[src/rtl/aes_pkg.sv]
// Shared widths and feeder state encoding for the AES-256 CTR issue path.
package aes_pkg;
  localparam int AES_BLK_W = 128;
  localparam int AES_KEY_W = 256;
  localparam int CTR_W     = 32;
  localparam int NONCE_W   = 96;

  typedef enum logic [1:0] {
    IDLE,
    RUN,
    DRAIN
  } feed_st_e;
endpackage

[src/rtl/aes_ctr_feeder_if.sv]
// Job configuration channel into the CTR feeder (valid/ready).
interface aes_ctr_feeder_if;
  import aes_pkg::*;

  logic                 cfg_valid;
  logic                 cfg_ready;
  logic [AES_KEY_W-1:0] cfg_key;
  logic [NONCE_W-1:0]   cfg_nonce;
  logic [CTR_W-1:0]     cfg_ctr0;
  logic [CTR_W-1:0]     cfg_nblocks;

  modport master (
    output cfg_valid,
    output cfg_key,
    output cfg_nonce,
    output cfg_ctr0,
    output cfg_nblocks,
    input  cfg_ready
  );

  modport slave (
    input  cfg_valid,
    input  cfg_key,
    input  cfg_nonce,
    input  cfg_ctr0,
    input  cfg_nblocks,
    output cfg_ready
  );
endinterface

[src/rtl/aes_tag_delay.sv]
// Resettable shift register for the narrow valid+index tag; the MSB of
// each word is the valid bit, and busy reports any valid still in flight.
module aes_tag_delay #(
  parameter int DEPTH = 65,
  parameter int W     = 9
) (
  input  logic         clk,
  input  logic         rst_n,
  input  logic [W-1:0] din,
  output logic [W-1:0] dout,
  output logic         busy
);
  logic [W-1:0] sr_q [DEPTH];
  logic [W-1:0] sr_d [DEPTH];

  always_comb begin
    sr_d[0] = din;
    for (int i = 1; i < DEPTH; i++) begin
      sr_d[i] = sr_q[i-1];
    end
  end

  always_ff @(posedge clk or negedge rst_n) begin
    if (!rst_n) begin
      for (int i = 0; i < DEPTH; i++) begin
        sr_q[i] <= '0;
      end
    end else begin
      for (int i = 0; i < DEPTH; i++) begin
        sr_q[i] <= sr_d[i];
      end
    end
  end

  always_comb begin
    busy = 1'b0;
    for (int i = 0; i < DEPTH; i++) begin
      busy = busy | sr_q[i][W-1];
    end
  end

  assign dout = sr_q[DEPTH-1];
endmodule

[src/rtl/aes_ctr_feeder.sv]
// AES-256 CTR feeder: streams {nonce,ctr} blocks into a fixed-latency
// core, credit-gated against the output FIFO, with a valid/index tag line.
module aes_ctr_feeder
  import aes_pkg::*;
#(
  parameter int CORE_LAT = 64,
  parameter int CREDITS  = 16,
  parameter int IDX_W    = 8
) (
  input  logic                 clk,
  input  logic                 rst_n,
  aes_ctr_feeder_if.slave      cfg,
  input  logic                 abort,
  input  logic                 credit_ret,
  output logic [AES_BLK_W-1:0] core_state,
  output logic [AES_KEY_W-1:0] core_key,
  output logic                 core_in_vld,
  output logic                 out_vld,
  output logic [IDX_W-1:0]     out_idx,
  output logic                 busy,
  output logic                 done
);
  localparam int CRD_W = $clog2(CREDITS + 1);
  localparam logic [CRD_W-1:0] CRD_MAX = CRD_W'(CREDITS);

  feed_st_e             st_q, st_d;
  logic [CRD_W-1:0]     crd_q, crd_d;
  logic [CTR_W-1:0]     ctr_q, ctr_d;
  logic [CTR_W-1:0]     rem_q, rem_d;
  logic [IDX_W-1:0]     idx_q, idx_d;
  logic [NONCE_W-1:0]   nonce_q, nonce_d;
  logic [AES_KEY_W-1:0] key_q, key_d;
  logic [AES_BLK_W-1:0] blk_q, blk_d;
  logic                 vld_q, vld_d;
  logic                 done_q, done_d;
  logic                 issue;
  logic                 tag_busy;
  logic [IDX_W:0]       tag_out;

  always_comb begin
    issue   = (st_q == RUN) && (rem_q != '0) &&
              (crd_q != '0) && !abort;
    st_d    = st_q;
    ctr_d   = ctr_q;
    rem_d   = rem_q;
    idx_d   = idx_q;
    nonce_d = nonce_q;
    key_d   = key_q;
    blk_d   = blk_q;
    vld_d   = issue;
    done_d  = 1'b0;
    unique case (st_q)
      IDLE: begin
        if (cfg.cfg_valid) begin
          key_d   = cfg.cfg_key;
          nonce_d = cfg.cfg_nonce;
          ctr_d   = cfg.cfg_ctr0;
          rem_d   = cfg.cfg_nblocks;
          idx_d   = '0;
          if (cfg.cfg_nblocks == '0) done_d = 1'b1;
          else                       st_d   = RUN;
        end
      end
      RUN: begin
        if (abort) begin
          st_d = DRAIN;
        end else if (issue) begin
          blk_d = {nonce_q, ctr_q};
          ctr_d = ctr_q + CTR_W'(1);
          rem_d = rem_q - CTR_W'(1);
          idx_d = idx_q + IDX_W'(1);
          if (rem_q == CTR_W'(1)) st_d = DRAIN;
        end
      end
      DRAIN: begin
        if (!tag_busy && !vld_q) begin
          st_d   = IDLE;
          done_d = 1'b1;
        end
      end
      default: st_d = IDLE;
    endcase
  end

  // A return at full credit is a consumer bug; hold the count there.
  always_comb begin
    crd_d = crd_q;
    if (issue && !credit_ret) begin
      crd_d = crd_q - CRD_W'(1);
    end else if (credit_ret && !issue && crd_q != CRD_MAX) begin
      crd_d = crd_q + CRD_W'(1);
    end
  end

  always_ff @(posedge clk or negedge rst_n) begin
    if (!rst_n) begin
      st_q    <= IDLE;
      crd_q   <= CRD_MAX;
      ctr_q   <= '0;
      rem_q   <= '0;
      idx_q   <= '0;
      nonce_q <= '0;
      key_q   <= '0;
      blk_q   <= '0;
      vld_q   <= 1'b0;
      done_q  <= 1'b0;
    end else begin
      st_q    <= st_d;
      crd_q   <= crd_d;
      ctr_q   <= ctr_d;
      rem_q   <= rem_d;
      idx_q   <= idx_d;
      nonce_q <= nonce_d;
      key_q   <= key_d;
      blk_q   <= blk_d;
      vld_q   <= vld_d;
      done_q  <= done_d;
    end
  end

  crd_ovf_a: assert property (@(posedge clk) disable iff (!rst_n)
    !(credit_ret && !issue && crd_q == CRD_MAX));

  // First stage mirrors core_in_vld, so the last stage lands CORE_LAT later.
  aes_tag_delay #(
    .DEPTH (CORE_LAT + 1),
    .W     (IDX_W + 1)
  ) u_tag (
    .clk   (clk),
    .rst_n (rst_n),
    .din   ({issue, idx_q}),
    .dout  (tag_out),
    .busy  (tag_busy)
  );

  assign cfg.cfg_ready = (st_q == IDLE);
  assign core_state    = blk_q;
  assign core_key      = key_q;
  assign core_in_vld   = vld_q;
  assign out_vld       = tag_out[IDX_W];
  assign out_idx       = tag_out[IDX_W-1:0];
  assign busy          = (st_q != IDLE);
  assign done          = done_q;
endmodule
[src/flat_wrapper.sv]
// flat-port wrapper written by rule: the top's interface ports become plain ports
module aes_ctr_feeder_flat import aes_pkg::*;
#(
  parameter int CORE_LAT = 64,
  parameter int CREDITS  = 16,
  parameter int IDX_W    = 8
)
  (clk, rst_n, abort, credit_ret, core_state, core_key, core_in_vld, out_vld, out_idx, busy, done, cfg_cfg_valid, cfg_cfg_key, cfg_cfg_nonce, cfg_cfg_ctr0, cfg_cfg_nblocks, cfg_cfg_ready);
  aes_ctr_feeder_if cfg_i ();
  input  logic clk;
  input  logic rst_n;
  input  logic abort;
  input  logic credit_ret;
  output logic [AES_BLK_W-1:0] core_state;
  output logic [AES_KEY_W-1:0] core_key;
  output logic core_in_vld;
  output logic out_vld;
  output logic [IDX_W-1:0] out_idx;
  output logic busy;
  output logic done;
  input wire logic [$bits(cfg_i.cfg_valid)-1:0] cfg_cfg_valid;
  input wire logic [$bits(cfg_i.cfg_key)-1:0] cfg_cfg_key;
  input wire logic [$bits(cfg_i.cfg_nonce)-1:0] cfg_cfg_nonce;
  input wire logic [$bits(cfg_i.cfg_ctr0)-1:0] cfg_cfg_ctr0;
  input wire logic [$bits(cfg_i.cfg_nblocks)-1:0] cfg_cfg_nblocks;
  output wire logic [$bits(cfg_i.cfg_ready)-1:0] cfg_cfg_ready;
  assign cfg_i.cfg_valid = cfg_cfg_valid;
  assign cfg_i.cfg_key = cfg_cfg_key;
  assign cfg_i.cfg_nonce = cfg_cfg_nonce;
  assign cfg_i.cfg_ctr0 = cfg_cfg_ctr0;
  assign cfg_i.cfg_nblocks = cfg_cfg_nblocks;
  assign cfg_cfg_ready = cfg_i.cfg_ready;
  aes_ctr_feeder #(.CORE_LAT(CORE_LAT), .CREDITS(CREDITS), .IDX_W(IDX_W)) u_core (.clk(clk), .rst_n(rst_n), .cfg(cfg_i), .abort(abort), .credit_ret(credit_ret), .core_state(core_state), .core_key(core_key), .core_in_vld(core_in_vld), .out_vld(out_vld), .out_idx(out_idx), .busy(busy), .done(done));
endmodule
[config.mk]
export PLATFORM = sky130hd
export DESIGN_NAME = aes_ctr_feeder_flat
export DESIGN_NICKNAME = d
export VERILOG_FILES = /design/src/rtl/aes_pkg.sv /design/src/rtl/aes_ctr_feeder_if.sv /design/src/rtl/aes_tag_delay.sv /design/src/rtl/aes_ctr_feeder.sv /design/src/flat_wrapper.sv
export SDC_FILE = /design/constraint.sdc
export NUM_CORES = 2
export LEC_CHECK = 0
export BUFFER_PORTS_ARGS = -buffer_cell sky130_fd_sc_hd__buf_2
export CAP_MARGIN = 10
export CORE_AREA = 2 2 321 323
export CTS_BUF_LIST = sky130_fd_sc_hd__clkbuf_8
export DETAILED_ROUTE_END_ITERATION = 16
export DIE_AREA = 0 0 323 325
export GPL_ROUTABILITY_DRIVEN = 0
export GPL_TIMING_DRIVEN = 0
export PLACE_DENSITY = 0.65
export SLEW_MARGIN = 20
export SYNTH_ARGS = -nofsm -noshare
export SYNTH_HDL_FRONTEND = slang
export SYNTH_SLANG_ARGS = --single-unit
[constraint.sdc]
create_clock -name clk -period 7.53 [get_ports clk]
set_input_delay 0.3765 -clock clk [delete_from_list [all_inputs] [get_ports clk]]
set_output_delay 0.3765 -clock clk [all_outputs]
set_load 0.05 [all_outputs]
==> flow_summary.ini <==
[power_and_ir_drop]
combinationalPowerShare_pct = 36.9
cell_internal_pwr_w = 0.0128
net_switching_power_w = 0.0102
power_frac_seq_pct = 38.4
power.switching_fraction_pct = 44.5
vdd_ir_drop_max_mv = 0.322
power_frac_clock_pct = 24.7
power.density_nw_per_um2 = 443
design_power_total_w = 0.0230
reported_leakage_power_nw = 27.9

[yosys]
synth_edf_count = 0
synth-main-ff-cell = sky130_fd_sc_hd__dfrtp_1
synth_largest_area_cell = sky130_fd_sc_hd__dfrtp_1
synth_sequential_area_ratio_pct = 76.4
yosys_register_bits = 1145
yosys.cell_types.count = 67
synth.net_count = 3636
synth_warnings = 0
netlist_top_cells_area = sky130_fd_sc_hd__dfrtp_1 76%, sky130_fd_sc_hd__nand2_1 15%, sky130_fd_sc_hd__clkbuf_1 1.1%
ffs_w_async_s_r_synth_pct = 100
synthesis.area_per_instance_um2 = 11.7
synth.top_cell.area_share_pct = 76.3
netlist_area_um2 = 37500
syn-instance-count = 3207

[status]
run_status = finished, final reports clean

[worst_setup_path]
critPathArrivalTime_ns = 6.54
timing.reg2reg.worst_path_depth = 17
worstPathRequired_ns = 8.31
timing.critical_path.from = u_core.rem_q[27]
end_kind = flip-flop
critical_path.max_stage_delay_ns = 0.60
critical_r2r_launch = u_core.rem_q[27]
crit_slowest_cell = sky130_fd_sc_hd__or4_1
crit_type = reg2reg
path_cells = or4_1, nor4_1, nand4_2, nand2_2, inv_2, buf_2, buf_2, nand2_1, inv_1, ha_1, nor2b_1, o21ai_0, nand2b_1, or4_1, o32a_1, o211ai_1, dlygate4sd3_1
critical_path_peak_fanout = 10
category_of_the_worst_setup_path_launch_point = flip-flop

[sta]
tightestPinTransition_ns = 1.02
fmax_mhz = 174
finalMaxSlewViolations = 0
final.setup_skew_ns = 0.0537
finalHoldViolCount = 0
fin_crit_ns = 5.76
finalSetupTns_ns = 0
max_slew_headroom_pct = 32.3
grt_setup_unrepaired = false
fin_crit_sh_pct = 76.5
timing.final.setup_violations = 0

[routing]
drc_errors = 0
postRouteAntennaNets = 0
avgViaCountPerCell = 4.79
dr.first_iter.drc_count = 2566
vias = 29500
detail_route.first_pass.iterations = 5
drt-total-wl_um = 121000
wl_per_cell_um = 19.5

[cts]
clock-root-buffer = sky130_fd_sc_hd__clkbuf_8
clk_pin_slew_worst_paths_ns = 0.07
postCtsSetupBuffers = 0
cts_buffers = 182
cts_sinks = 1145
clk_latency_ns = 0.86
htree_num_levels = 4
cts_tree = done
cts.path.max_buffers = 3
ctsResizeCount = 0

[global_routing]
grt_antenna_before_repair = 13
globalRouteOverflowTotal = 0
grt_first_pass_wirelength_um = 181000
grt.total_usage_pct = 22.6
grt_start_max_net_pins = 149
vias_in_the_first_global_route = 30500

[die]
io_pins = 818
die-height_um = 325
std_cell_rows = 117
dieArea_um2 = 105000
die-width_um = 323
floorplan.initialDensity_pct = 37.0
core_area_um2 = 101000

[cells_and_area]
finish.instance_area_um2 = 51900
drive_above_1_share_pct = 24.1
final_cell_count_no_fill = 6167
fin_nets = 5069
synthToLayoutAreaGrowth_pct = 38.3

[placement]
port-buffer-count = 817
dp.final_hpwl_um = 82000
placed_cell_count = 5402
placedInstanceArea_um2 = 43600

[hold_path]
hold_class = in2async

[run]
drv.max_cap_violation_count = 0
[synthesized netlist by cell type, types with 4 or more instances]
cell type and instances:
sky130_fd_sc_hd__ha_1 7, sky130_fd_sc_hd__and3_1 10, sky130_fd_sc_hd__or3_1 7, sky130_fd_sc_hd__o221a_2 4, sky130_fd_sc_hd__a21o_1 4, sky130_fd_sc_hd__nor2_1 59
sky130_fd_sc_hd__o22ai_1 10, sky130_fd_sc_hd__xnor2_1 4, sky130_fd_sc_hd__o311ai_0 4, sky130_fd_sc_hd__o211ai_1 5, sky130_fd_sc_hd__a22oi_1 7, sky130_fd_sc_hd__nor3_1 26
sky130_fd_sc_hd__a21oi_1 45, sky130_fd_sc_hd__nor4_1 35, sky130_fd_sc_hd__dfrtp_1 1144, sky130_fd_sc_hd__a211oi_1 6, sky130_fd_sc_hd__nand4_1 15, sky130_fd_sc_hd__inv_1 18
sky130_fd_sc_hd__o31a_1 5, sky130_fd_sc_hd__a221o_1 4, sky130_fd_sc_hd__nand3_1 25, sky130_fd_sc_hd__nand2_1 1478, sky130_fd_sc_hd__o21ai_0 51, sky130_fd_sc_hd__o22a_1 4
sky130_fd_sc_hd__clkbuf_1 110, sky130_fd_sc_hd__o2bb2ai_1 7, sky130_fd_sc_hd__o32ai_1 8, sky130_fd_sc_hd__buf_2 29, sky130_fd_sc_hd__or4_1 8, sky130_fd_sc_hd__a22o_1 6
sky130_fd_sc_hd__a31oi_1 4
[final timing paths]
path / end / slack, ns
setup reg to reg: u_core.crd_q[4] / 1.77
hold / removal: u_core.nonce_q[80] / 0.11
setup / recovery: u_core.crd_q[4] / 1.77
max in group asynchronous: u_core.core_key[43] / 4.70
min in group clk: u_core.core_key[150] / 0.25
hold reg to reg: u_core.u_tag.sr_d[315] / 0.32
[registers in the layout (all words and copies together) (netlist names)]
signal	flops
u_core.nonce_q	96
u_core.done	1
u_core.rem_q	32
u_core.core_state	128
u_core.core_key	256
u_core.ctr_q	32
u_core.crd_q	5
u_core.core_in_vld	1
u_core.u_tag.sr_d	575
u_core.st_q	2
u_core.idx_q	8
u_core.u_tag.dout	9
[power by group through the flow]
stage | registers, W | clock network (W) | logic (W)
2_1_floorplan | 0.0120 | 0 | 0.00228
3_3_place_gp | 0.00882 | 0 | 0.00807
3_5_place_dp | 0.00884 | 0 | 0.00817
4_1_cts | 0.00877 | 0.00584 | 0.00838
5_1_grt | 0.00899 | 0.00614 | 0.00899
6_report | 0.00883 | 0.00567 | 0.00847
[per-stage QoR]
| stage | setup WS (ns) | hold slack [ns] | util, % |
|---|---|---|---|
| final | 1.77 | 0.106 | 51.2 |
| after global routing | 1.67 | 0.111 | 51.2 |
| after CTS | 1.86 | 0.0418 | 51.2 |
| after detailed placement | 2.48 | 0.335 | 43.0 |
| after global placement | -18.34 | 0.332 | 42.7 |
| after floorplan | 3.63 | 0.0809 | - |
[logic make-up after synthesis]
group | share of synthesized area, %
AOI/OAI and AO/OA | 3.46
xor gates and xnor gates | 0.140
adders and majority gates | 0.287
buffers and inverters | 1.71
DFF | 76.4
muxes | 0.113
and+or+nand+nor | 17.9
[cell type report]
class | instances | area, um2
diodes | 12 | 30.0
plain buffers | 142 | 572
clock buffers | 230 | 3170
clock inverters | 101 | 860
fillers | 8608 | 49400
inverters | 19 | 71.3
multi-input cells | 1901 | 8210
flip-flops and latches | 1145 | 28700
well taps | 1368 | 1710
repair buffers | 1249 | 8600
[critical path, delay by kind of cell, from the launching register on]
kind | cells | cell delay (ns)
buffers and inverters | 5 | 1.45
AO/OA/AOI/OAI | 3 | 0.62
AND/OR/NAND/NOR | 8 | 2.83
adder cells (fa/ha/maj) | 1 | 0.32
flip-flops | 1 | 0.44
[metal layers]
layer	track usage, %	part of all wire, %	wire (um)	up-vias
met5	0	0.041	49	-
met3	8.11	10	12100	386
met1	28.2	40	47800	14500
met2	34.5	45	54400	1499
li1	-	-	-	13100
met4	12.1	5.1	6170	8
[repair_timing]
action | CTS | global route
setup endpoints to repair | 0 | 0
hold buffers | 422 | 0
endpoints found under the hold margin | 551 | 0
[placed cells by master (no fill, tap or decap), types with 5 or more instances in the layout]
cell / netlist / routed
sky130_fd_sc_hd__nand2_1: 1478 / 1478
sky130_fd_sc_hd__dfrtp_1: 1144 / 1144
sky130_fd_sc_hd__buf_2: 29 / 845
sky130_fd_sc_hd__dlygate4sd3_1: 0 / 422
sky130_fd_sc_hd__clkbuf_8: 0 / 230
sky130_fd_sc_hd__clkbuf_1: 110 / 108
sky130_fd_sc_hd__inv_1: 18 / 74
sky130_fd_sc_hd__nor2_1: 59 / 59
sky130_fd_sc_hd__o21ai_0: 51 / 51
sky130_fd_sc_hd__a21oi_1: 45 / 45
sky130_fd_sc_hd__nor4_1: 35 / 35
sky130_fd_sc_hd__nor3_1: 26 / 26
sky130_fd_sc_hd__nand3_1: 25 / 25
sky130_fd_sc_hd__clkinv_2: 0 / 21
sky130_fd_sc_hd__nand4_1: 15 / 15
sky130_fd_sc_hd__diode_2: 0 / 12
sky130_fd_sc_hd__and3_1: 10 / 10
sky130_fd_sc_hd__o22ai_1: 10 / 10
sky130_fd_sc_hd__buf_16: 0 / 10
sky130_fd_sc_hd__or4_1: 8 / 8
sky130_fd_sc_hd__o32ai_1: 8 / 8
sky130_fd_sc_hd__or3_1: 7 / 7
sky130_fd_sc_hd__a22oi_1: 7 / 7
sky130_fd_sc_hd__o2bb2ai_1: 7 / 7
sky130_fd_sc_hd__ha_1: 7 / 7
sky130_fd_sc_hd__bufinv_16: 0 / 7
sky130_fd_sc_hd__a22o_1: 6 / 6
sky130_fd_sc_hd__a211oi_1: 6 / 6
sky130_fd_sc_hd__o211ai_1: 5 / 5
sky130_fd_sc_hd__o31a_1: 5 / 5
sky130_fd_sc_hd__inv_12: 0 / 5
sky130_fd_sc_hd__inv_16: 0 / 5
(Power assumes the default switching activity.)
